`src/rtl/cic_pkg.sv`:
```
// Shared CIC constants and width helpers.
// Both the interpolating and decimating halves import this package so they agree on widths.
package cic_pkg;

    localparam int CIC_N_STAGES = 3;
    localparam int CIC_DECIM    = 4;
    localparam int CIC_IN_W     = 8;
    localparam int CIC_ACC_W    = 14;

    // Bit growth of an N-stage CIC at rate change R (M = 1).
    function automatic int cic_growth(input int n, input int r);
        return n * $clog2(r);
    endfunction

endpackage

```
`src/rtl/cic_d_if.sv`:
```
// Sample stream into, and decimated stream out of, the CIC comb section.
interface cic_d_if #(
    parameter int IN_W  = 14,
    parameter int OUT_W = 14
);
    logic [IN_W-1:0]  data_in;
    logic             in_dv;
    logic [OUT_W-1:0] data_out;
    logic             out_dv;

    modport master (
        output data_in,
        output in_dv,
        input  data_out,
        input  out_dv
    );

    modport slave (
        input  data_in,
        input  in_dv,
        output data_out,
        output out_dv
    );
endinterface

```
`src/rtl/cic_d_comb_stage.sv`:
```
// One CIC comb (differentiator) stage with differential delay M = 1.
// The subtraction wraps modulo 2^W; the CIC relies on that wrap to cancel integrator overflow.
module cic_comb_stage #(
    parameter int W = 14
) (
    input  logic         clk,
    input  logic         reset,
    input  logic [W-1:0] i_x,
    input  logic         i_x_v,
    output logic [W-1:0] o_y,
    output logic         o_y_v
);

    logic [W-1:0] r_d;
    logic [W-1:0] r_y;
    logic         r_y_v;

    always_ff @(posedge clk) begin
        if (reset) begin
            r_d   <= '0;
            r_y   <= '0;
            r_y_v <= 1'b0;
        end else begin
            r_y_v <= i_x_v;
            if (i_x_v) begin
                r_y <= i_x - r_d;
                r_d <= i_x;
            end
        end
    end

    assign o_y   = r_y;
    assign o_y_v = r_y_v;

endmodule

```
`src/rtl/cic_d.sv`:
```
// Decimating CIC comb section: keeps every DECIM-th valid integrator sample and
// differentiates it through N_STAGES pipelined comb stages.
module cic_d
    import cic_pkg::*;
#(
    parameter int IN_W     = CIC_ACC_W,
    parameter int OUT_W    = CIC_ACC_W,
    parameter int N_STAGES = CIC_N_STAGES,
    parameter int DECIM    = CIC_DECIM
) (
    input  logic    clk,
    input  logic    reset,
    cic_d_if.slave  bus
);

    localparam int CNT_W = (DECIM > 1) ? cic_growth(1, DECIM) : 1;
    localparam logic [CNT_W-1:0] CNT_LAST = CNT_W'(DECIM - 1);

    logic [CNT_W-1:0] r_cnt;
    logic [IN_W-1:0]  r_sample;
    logic             r_dec_v;

    always_ff @(posedge clk) begin
        if (reset) begin
            r_cnt    <= '0;
            r_sample <= '0;
            r_dec_v  <= 1'b0;
        end else begin
            r_dec_v <= 1'b0;
            if (bus.in_dv) begin
                if (r_cnt == CNT_LAST) begin
                    r_cnt    <= '0;
                    r_sample <= bus.data_in;
                    r_dec_v  <= 1'b1;
                end else begin
                    r_cnt <= r_cnt + 1'b1;
                end
            end
        end
    end

    // Index 0 is the kept sample; index k is the output of comb stage k.
    logic [IN_W-1:0] w_x [0:N_STAGES];
    logic            w_v [0:N_STAGES];

    assign w_x[0] = r_sample;
    assign w_v[0] = r_dec_v;

    genvar gi;
    generate
        for (gi = 0; gi < N_STAGES; gi++) begin : g_comb
            cic_comb_stage #(
                .W (IN_W)
            ) u_stage (
                .clk   (clk),
                .reset (reset),
                .i_x   (w_x[gi]),
                .i_x_v (w_v[gi]),
                .o_y   (w_x[gi+1]),
                .o_y_v (w_v[gi+1])
            );
        end
    endgenerate

    // The last stage only updates on its own advance, so the output holds between strobes.
    assign bus.data_out = w_x[N_STAGES][IN_W-1 -: OUT_W];
    assign bus.out_dv   = w_v[N_STAGES];

endmodule

```
`src/flat_wrapper.sv`:
```
// flat-port wrapper written by rule: the top's interface ports become plain ports
module cic_d_flat import cic_pkg::*;
#(
    parameter int IN_W     = CIC_ACC_W,
    parameter int OUT_W    = CIC_ACC_W,
    parameter int N_STAGES = CIC_N_STAGES,
    parameter int DECIM    = CIC_DECIM
)
  (clk, reset, bus_data_in, bus_in_dv, bus_data_out, bus_out_dv);
  cic_d_if #(.IN_W(IN_W), .OUT_W(OUT_W)) bus_i ();
  input  logic clk;
  input  logic reset;
  input wire logic [$bits(bus_i.data_in)-1:0] bus_data_in;
  input wire logic [$bits(bus_i.in_dv)-1:0] bus_in_dv;
  output wire logic [$bits(bus_i.data_out)-1:0] bus_data_out;
  output wire logic [$bits(bus_i.out_dv)-1:0] bus_out_dv;
  assign bus_i.data_in = bus_data_in;
  assign bus_i.in_dv = bus_in_dv;
  assign bus_data_out = bus_i.data_out;
  assign bus_out_dv = bus_i.out_dv;
  cic_d #(.IN_W(IN_W), .OUT_W(OUT_W), .N_STAGES(N_STAGES), .DECIM(DECIM)) u_core (.clk(clk), .reset(reset), .bus(bus_i));
endmodule
```
`config.mk`:
```
export PLATFORM = sky130hd
export DESIGN_NAME = cic_d_flat
export DESIGN_NICKNAME = d
export VERILOG_FILES = /design/src/rtl/cic_pkg.sv /design/src/rtl/cic_d_if.sv /design/src/rtl/cic_d_comb_stage.sv /design/src/rtl/cic_d.sv /design/src/flat_wrapper.sv
export SDC_FILE = /design/constraint.sdc
export NUM_CORES = 1
export LEC_CHECK = 0
export CORE_MARGIN = 5
export CORE_UTILIZATION = 65
export CTS_BUF_LIST = sky130_fd_sc_hd__clkbuf_2
export CTS_CLUSTER_SIZE = 20
export DETAILED_ROUTE_END_ITERATION = 10
export GPL_ROUTABILITY_DRIVEN = 1
export PLACE_DENSITY_LB_ADDON = 0.12
export SLEW_MARGIN = 20
export SYNTH_ARGS = -nofsm -noshare
export SYNTH_HDL_FRONTEND = slang
export SYNTH_HIERARCHICAL = 1
export SYNTH_SLANG_ARGS = --single-unit
export TNS_END_PERCENT = 1
```
`constraint.sdc`:
```
create_clock -name clk -period 5.2 [get_ports clk]
set_clock_uncertainty 0.1 [all_clocks]
set_input_delay 1.04 -clock clk [delete_from_list [all_inputs] [get_ports clk]]
set_output_delay 1.04 -clock clk [all_outputs]
set_load 0.1 [all_outputs]
```
# == Word-level counts from Yosys, hierarchy flattened ==
# Index checks and enable logic that the tools add are counted.
# W data, S select, Z words.
# classes
n_addsub,4
n_eq_ne,1
mux,2
bitwise_logic,1
n_reduce_logical,2
# ops
operator,n
$sub A14 B14 Y14,3
$add A2 B1 Y2 const B,1
$eq A2 B2 Y1 const B,1
$mux W2,1
$reduce_and A2 Y1,1
$reduce_or A2 Y1,1
$mux W1,1
$not A1 Y1,1
# totals
register_bits,104
input_bits,17
output_inout_bits,15
elab_cells,22

# == Logic depth before layout (Yosys ltp) ==
# Gate-level depths: netlist (run 1).
# logic_depth
word_depth,2
ltp_mapped,10
ltp_nobuf,10

# == Cells and area by module ==
# The synthesis (run 1) kept the hierarchy.
# modules_own_cells
mod,instances,cells_per_inst,area_per_inst_um2
cic_comb_stage (u_core.g_comb[1].u_stage ...),2,196,1709.1
cic_comb_stage (u_core.g_comb[0].u_stage),1,193,1754.2
cic_d,1,75,732.0

# == Worst setup path before layout (run 1) ==
# No wires, ideal clock.
# synth_path
path_kind,register to output
start,register u_core.g_comb[2].u_stage.r_y[3]
end,output bus_data_out[3]
t_arrival_ps,925
t_required_ps,4060
setup_slack_ps,3135
path_stages_with_launch,1
path_buffers,0
path_cell_list,dfxtp_1
# synth_rtl
item,line_no,source
from (decl),cic_d_comb_stage.sv:15,logic [W-1:0] r_y;
from (signal assigned),cic_d_comb_stage.sv:26,r_y <= i_x - r_d;
to (decl),flat_wrapper.sv:15,output wire logic [$bits(bus_i.data_out)-1:0] bus_data_out;
# No word-level cell between the ends.

# == Worst setup path in the final report (run 1) ==
# layout_path
start,register u_core.g_comb[2].u_stage.r_y[13]
end,output bus_data_out[13]
# No word-level cell between the ends.

==> out/results.ini, run 1 <==
[synthesis]
yosys_warnings=6
synth_adder_area_share=0.0971
synth_area_leader_cell=dfxtp_1
synth_top_family_by_area=compound AO/OA/AOI/OAI gates
synthSimpleGateAreaFrac=0.161
synth.distinct_cells=72
synth_compound_area_frac=0.205
synth_top_flop_cell=dfxtp_1
synthCells=660
synthTopCellsByArea=dfxtp_1 (35%), mux2i_1 (9.3%), ha_1 (8.7%), nor2_1 (5.3%), a21oi_1 (3.5%)
ys_seq_area_frac=0.353
synth_xor_xnor_area_share=0.0267
synth_mux_area_frac=0.0932
async_reset_ff_frac=0
syn_area_sq_mm=0.00590
synth_nets=721
ys_ff_latch=104
synth_top_area_share=0.353
syn_area_per_cell_sq_um=8.95
synth_edf_count=0

[cts]
clock_latency_ns=0.55
clk_pin_slew_worst_paths_ns=0.28
cts_buffers=9
cts.hold.buffers_added=0
clock_path_buffers=2
post_cts_buffers=0
post_cts_resized=0
cts_tree=built
root_buffer=clkbuf_2
cts_num_sinks=104
htreeDepth=3

[worst_setup_path]
critPathMaxStageDelay_ns=1.13
startpoint=u_core/g_comb[2].u_stage/o_y[13]
crit_required_ns=4.06
r2r_start=u_core/r_sample[0]
cp-start-kind=flip-flop
crit_type=flip-flop to primary output
path_delay_family=buffers and inverters
cp_cell_sequence=clkdlybuf4s50_1
arrival_ns=2.08
cp_max_fo=2
worstSetupEndpointType=primary output
cp_slowest_cell=clkdlybuf4s50_1
path_buf_inv=1

[cells_and_area]
fin_util=0.717
finalNetCount=734
diodes=0
layout-drive-gt1-share=0.0678
final_cells=786
syn2layout_area_growth_pct=6.97

[hold_path]
min-delay-start=u_core/g_comb[2].u_stage/o_y[3]
hp-class=flip-flop to flip-flop

[drt]
detail_route.vias_per_cell=5.78
wl_per_cell_um=13.4
first_pass_iters=4
drt-total-wl_mm=10.5
drc_errors=0
vias=4547
ant_nets=0
drtIter0Drc=117

[power]
internal_power_w=0.000938
pwr-share-seq=0.650
p_per_area_mw_per_mm2=196
switching_share=0.243
peakVddDrop_mv=0.124
total_power_w=0.00124
pwr-share-clk=0.301
p_leak_nw=2.36
comb_power_share=0.049
power_switching_w=0.000301

[floorplanning]
core.rowCount=34
coreArea_sq_mm=0.00881
die_y_um=105
ios=32
die_area_sq_mm=0.0111
die_width_um=105
start_util=0.671

[status]
outcome=completed

[sta]
hold_viol=0
drv_slew=0
fmax_ghz=0.310
rsz0062_at_grt=no
finalSetupViolations=0
setup_slack_ns=1.98
finalCritPeriodShare=0.619
fin_crit_ns=3.22
worstMarginPinSlew_ns=1.01
fin_setup_tns_ns=0
slew_headroom=0.322

[placement]
io_buffers=31
hpwl_mm=7.61
dp_slack_ns=2.29
dp.cells=770
gp_congestion=0.914

[grt]
grt_max_degree=76
grt_use_total=0.196
overflow=0
grt_pass1_wl_mm=18.8
grt_pass1_vias=4333
antenna_found_initial=0

[run]
cap_viol_max_count=0

[synth_stat cells, types with 6 or more instances]
master / count
a211oi_1: 13
buf_2: 12
ha_1: 41
a21oi_1: 41
inv_1: 53
nand3_1: 21
nor2_1: 84
nand2b_1: 10
clkbuf_1: 11
a21bo_1: 14
nor3b_1: 9
nand2_1: 26
xnor2_1: 11
mux2i_1: 55
nor3_1: 6
a21o_1: 9
xor2_1: 7
dfxtp_1: 104
o21ai_0: 21
[layout by cell type, fill, tap and decap left out, types with 3 or more instances in the layout]
| master | netlist | layout |
|---|---|---|
| a211o_1 | 5 | 5 |
| a211oi_1 | 13 | 13 |
| a21bo_1 | 14 | 14 |
| a21o_1 | 9 | 9 |
| a21oi_1 | 41 | 41 |
| a31oi_1 | 4 | 4 |
| a32o_1 | 4 | 4 |
| buf_4 | 0 | 5 |
| clkbuf_2 | 1 | 9 |
| clkdlybuf4s50_1 | 0 | 30 |
| clkinvlp_4 | 0 | 3 |
| dfxtp_1 | 104 | 104 |
| fa_1 | 3 | 3 |
| ha_1 | 41 | 41 |
| inv_1 | 53 | 53 |
| mux2i_1 | 55 | 55 |
| nand2_1 | 26 | 26 |
| nand2b_1 | 10 | 10 |
| nand3_1 | 21 | 21 |
| nand4_1 | 3 | 3 |
| nor2_1 | 84 | 84 |
| nor2b_1 | 4 | 4 |
| nor3_1 | 6 | 6 |
| nor3b_1 | 9 | 9 |
| nor4b_1 | 3 | 3 |
| o211ai_1 | 4 | 4 |
| o21a_1 | 3 | 3 |
| o21ai_0 | 21 | 21 |
| o311ai_0 | 4 | 4 |
| or2_2 | 4 | 4 |
| or3b_2 | 4 | 4 |
| xnor2_1 | 11 | 11 |
| xor2_1 | 7 | 7 |
[worst min-delay path, cell delays in order (launching register included)]
cell,delay [ns]
dfxtp_1,0.37
nand2b_1,0.06
a21oi_1,0.05
[state kept, by name (all words and copies together) (netlist names)]
register / flops
u_core/g_comb.u_stage/o_y: 42
u_core/g_comb.u_stage/r_d: 42
u_core/r_sample: 14
u_core/g_comb.u_stage/o_y_v: 3
u_core/r_cnt: 2
u_core/r_dec_v: 1
[layout make-up]
class / count / area (sq um)
inverter: 53 / 199
sequential: 104 / 2080
tap: 108 / 135
timing repair buffer: 35 / 338
clock buffer: 9 / 45.0
fill: 720 / 2490
multi-input combinational: 470 / 3450
clock inverter: 7 / 71.3
[through the flow]
stage | hold slack (ns) | instance area, sq um
detailed placement | 0.359 | 6200
floorplan | 0.342 | 5900
finish | 0.391 | 6320
global placement | 0.352 | 6200
CTS | 0.396 | 6320
global route | 0.414 | 6320
[metal layers]
metal,track usage,part of all wire,vias up
li1,-,-,2355
met1,0.236,0.47,2097
met2,0.341,0.48,77
met3,0.0312,0.029,18
met4,0.0947,0.021,0
met5,0,0,-
[path summary, 6_finish.rpt]
kind / cells past startpoint / endpoint / slack (ns)
max: 1 / bus_data_out[13] / 1.98
min: 2 / u_core/g_comb[2].u_stage/o_y[3] / 0.39
max reg2reg: 10 / u_core/g_comb[0].u_stage/o_y[10] / 2.78
min reg2reg: 2 / u_core/g_comb[2].u_stage/o_y[3] / 0.39
[power by group through the flow]
stage | Sequential [W] | Clock [W] | Combinational (W)
3_5_place_dp | 0.000819 | 0 | 0.0000601
5_1_grt | 0.000807 | 0.000423 | 0.0000661
3_3_place_gp | 0.000819 | 0 | 0.0000583
2_1_floorplan | 0.000819 | 0 | 0.0000409
4_1_cts | 0.000805 | 0.000385 | 0.0000604
6_report | 0.000805 | 0.000373 | 0.0000604
[cell families after synthesis]
kind of cell               count (synthesis)
muxes                                     55
DFF                                      104
adders and majority gates                 44
AOI/OAI and AO/OA                        161
buffers and inverters                     86
and+or+nand+nor                          192
xor gates and xnor gates                  18
Note: power is estimated with default switching activity, not from simulation.
==> run 2, diff against run 1 <==
--- a/config.mk
+++ b/config.mk
@@ -6,7 +6,7 @@
 export NUM_CORES = 1
 export LEC_CHECK = 0
 export CORE_MARGIN = 5
-export CORE_UTILIZATION = 65
+export CORE_UTILIZATION = 56
 export CTS_BUF_LIST = sky130_fd_sc_hd__clkbuf_2
 export CTS_CLUSTER_SIZE = 20
 export DETAILED_ROUTE_END_ITERATION = 10
==> constraint.sdc (replaced) <==
create_clock -name clk -period 2.8 [get_ports clk]
set_clock_uncertainty 0.1 [all_clocks]
set_input_delay 0.56 -clock clk [delete_from_list [all_inputs] [get_ports clk]]
set_output_delay 0.56 -clock clk [all_outputs]
set_load 0.1 [all_outputs]
==> out/results.ini, run 2 (synthesis gave the netlist of run 1 again) <==
[status]
outcome=completed  ; unchanged

[worst_setup_path]
rr_worst_depth=10  ; unchanged
arrival_ns=2.73  ; was 2.08 ns
crit_type=flip-flop to flip-flop  ; was flip-flop to primary output
worstSetupEndpointType=flip-flop  ; was primary output
cp_max_fo=3  ; was 2
crit_required_ns=3.22  ; was 4.06 ns
cp-start-kind=flip-flop  ; unchanged

[floorplanning]
core.rowCount=37  ; was 34
start_util=0.572  ; was 0.671
coreArea_sq_mm=0.0103  ; was 0.00881 sq mm
die_y_um=113  ; was 105 um
die_width_um=113  ; was 105 um
ios=32  ; unchanged
die_area_sq_mm=0.0127  ; was 0.0111 sq mm

[grt]
grt_use_total=0.176  ; was 0.196
overflow=0  ; unchanged
grt_pass1_wl_mm=19.1  ; was 18.8 mm
grt_max_degree=51  ; was 76
grt_pass1_vias=4382  ; was 4,333
antenna_found_initial=0  ; unchanged

[cts]
root_buffer=clkbuf_2  ; unchanged
post_cts_resized=0  ; unchanged
cts_tree=built  ; unchanged
cts.hold.buffers_added=0  ; unchanged
cts_num_sinks=104  ; unchanged
post_cts_buffers=0  ; unchanged
clk_pin_slew_worst_paths_ns=0.26  ; was 0.28 ns
clock_latency_ns=0.56  ; was 0.55 ns
cts_buffers=9  ; unchanged
clock_path_buffers=2  ; unchanged
htreeDepth=3  ; unchanged

[sta]
finalCritPeriodShare=0.823
drv_slew=0  ; unchanged
finalSetupViolations=0  ; unchanged
slew_headroom=0.366  ; was 0.322
rsz0062_at_grt=no  ; unchanged
hold_viol=0  ; unchanged
fin_crit_ns=2.30
worstMarginPinSlew_ns=0.952  ; was 1.01 ns
fin_setup_tns_ns=0  ; unchanged
fmax_ghz=0.434

[hold_path]
hp-class=input pin to flip-flop  ; was flip-flop to flip-flop
hold_depth=2  ; unchanged

[cells_and_area]
final_cells=820  ; was 786
final_cell_mix=dfxtp_1 (104), nor2_1 (84), mux2i_1 (55)  ; unchanged
diodes=0  ; unchanged
final_common_cell=dfxtp_1  ; unchanged
finalNetCount=740  ; was 734
fin_util=0.613  ; was 0.717
syn2layout_area_growth_pct=7.14  ; was 6.97%
layout-drive-gt1-share=0.0950  ; was 0.0678

[drt]
ant_nets=0  ; unchanged
vias=4601  ; was 4,547
detail_route.vias_per_cell=5.61  ; was 5.78
drt-total-wl_mm=10.9  ; was 10.5 mm
wl_per_cell_um=13.3  ; was 13.4 um
drc_errors=0  ; unchanged
drtIter0Drc=216  ; was 117
first_pass_iters=4  ; unchanged

[placement]
io_buffers=31  ; unchanged
dp.cells=804  ; was 770
gp_congestion=0.862  ; was 0.914
hpwl_mm=8.13  ; was 7.61 mm

[power]
peakVddDrop_mv=0.249  ; was 0.124 mV
p_leak_nw=2.41  ; was 2.36 nW
p_per_area_mw_per_mm2=348  ; was 196 mW/mm^2

[run]
cap_viol_max_count=0  ; unchanged

-- run 2: cell types whose count changed in the layout (fill, tap and decap cells not counted) --
cell / delta
inv_6: -1
clkinvlp_4: -2
clkinv_2: +1
clkinv_4: +1
clkdlybuf4s50_1: -15
clkinv_1: +2
buf_4: +21
bufinv_16: -1
-- run 2: worst paths after layout --
check,startpoint,end,slack [ns]
min reg2reg,u_core/g_comb[2].u_stage/o_y[3],u_core/g_comb[2].u_stage/o_y[3],0.38
max,u_core/r_sample[0],u_core/g_comb[0].u_stage/o_y[10],0.50
max reg2reg,u_core/r_sample[0],u_core/g_comb[0].u_stage/o_y[10],0.50
min,reset,u_core/g_comb[2].u_stage/o_y[1],0.33
-- run 2: cell type report --
| cell class | instances | area (sq um) |
|---|---|---|
| clock buffers | 9 | 45.0 |
| clock inverters | 7 | 38.8 |
| fillers | 945 | 4000 |
| inverters | 53 | 199 |
| multi-input cells | 470 | 3450 |
| flip-flops and latches | 104 | 2080 |
| well taps | 136 | 170 |
| repair buffers | 41 | 345 |
-- run 2: power by group --
group	internal (W)	total (W)	switching, W
registers	0.00149	0.00150	0.00000503
clock network	0.000108	0.000589	0.000481
logic	0.0000506	0.000117	0.0000661
-- run 2: worst max-delay path, cell delays in order, from the launching register on --
cell and delay (ns):
dfxtp_1 0.39, inv_1 0.06, ha_1 0.19, inv_1 0.07, fa_1 0.42, a211oi_1 0.33
o21bai_2 0.14, a21boi_1 0.22, o21ai_1 0.11, xnor2_1 0.14, o21ai_1 0.11
-- run 2: metrics by stage --
step                      instance area [sq um]  total power [W]  hold WS, ns  setup slack (ns)
after floorplan                            5900          0.00160        0.342             0.754
after global placement                     6240          0.00164        0.355             0.637
after detailed placement                   6240          0.00164        0.362             0.528
after CTS                                  6330          0.00223        0.295             0.495
after global routing                       6330          0.00231        0.304             0.299
final                                      6330          0.00220        0.326             0.496
-- run 2: layer usage --
metal	track usage	share of wire	vias to the layer above	wire [um]
li1	-	-	2375	-
met1	0.210	0.47	2144	5060
met2	0.315	0.49	64	5290
met3	0.0253	0.027	18	289
met4	0.0745	0.022	0	234
met5	0	0	-	0
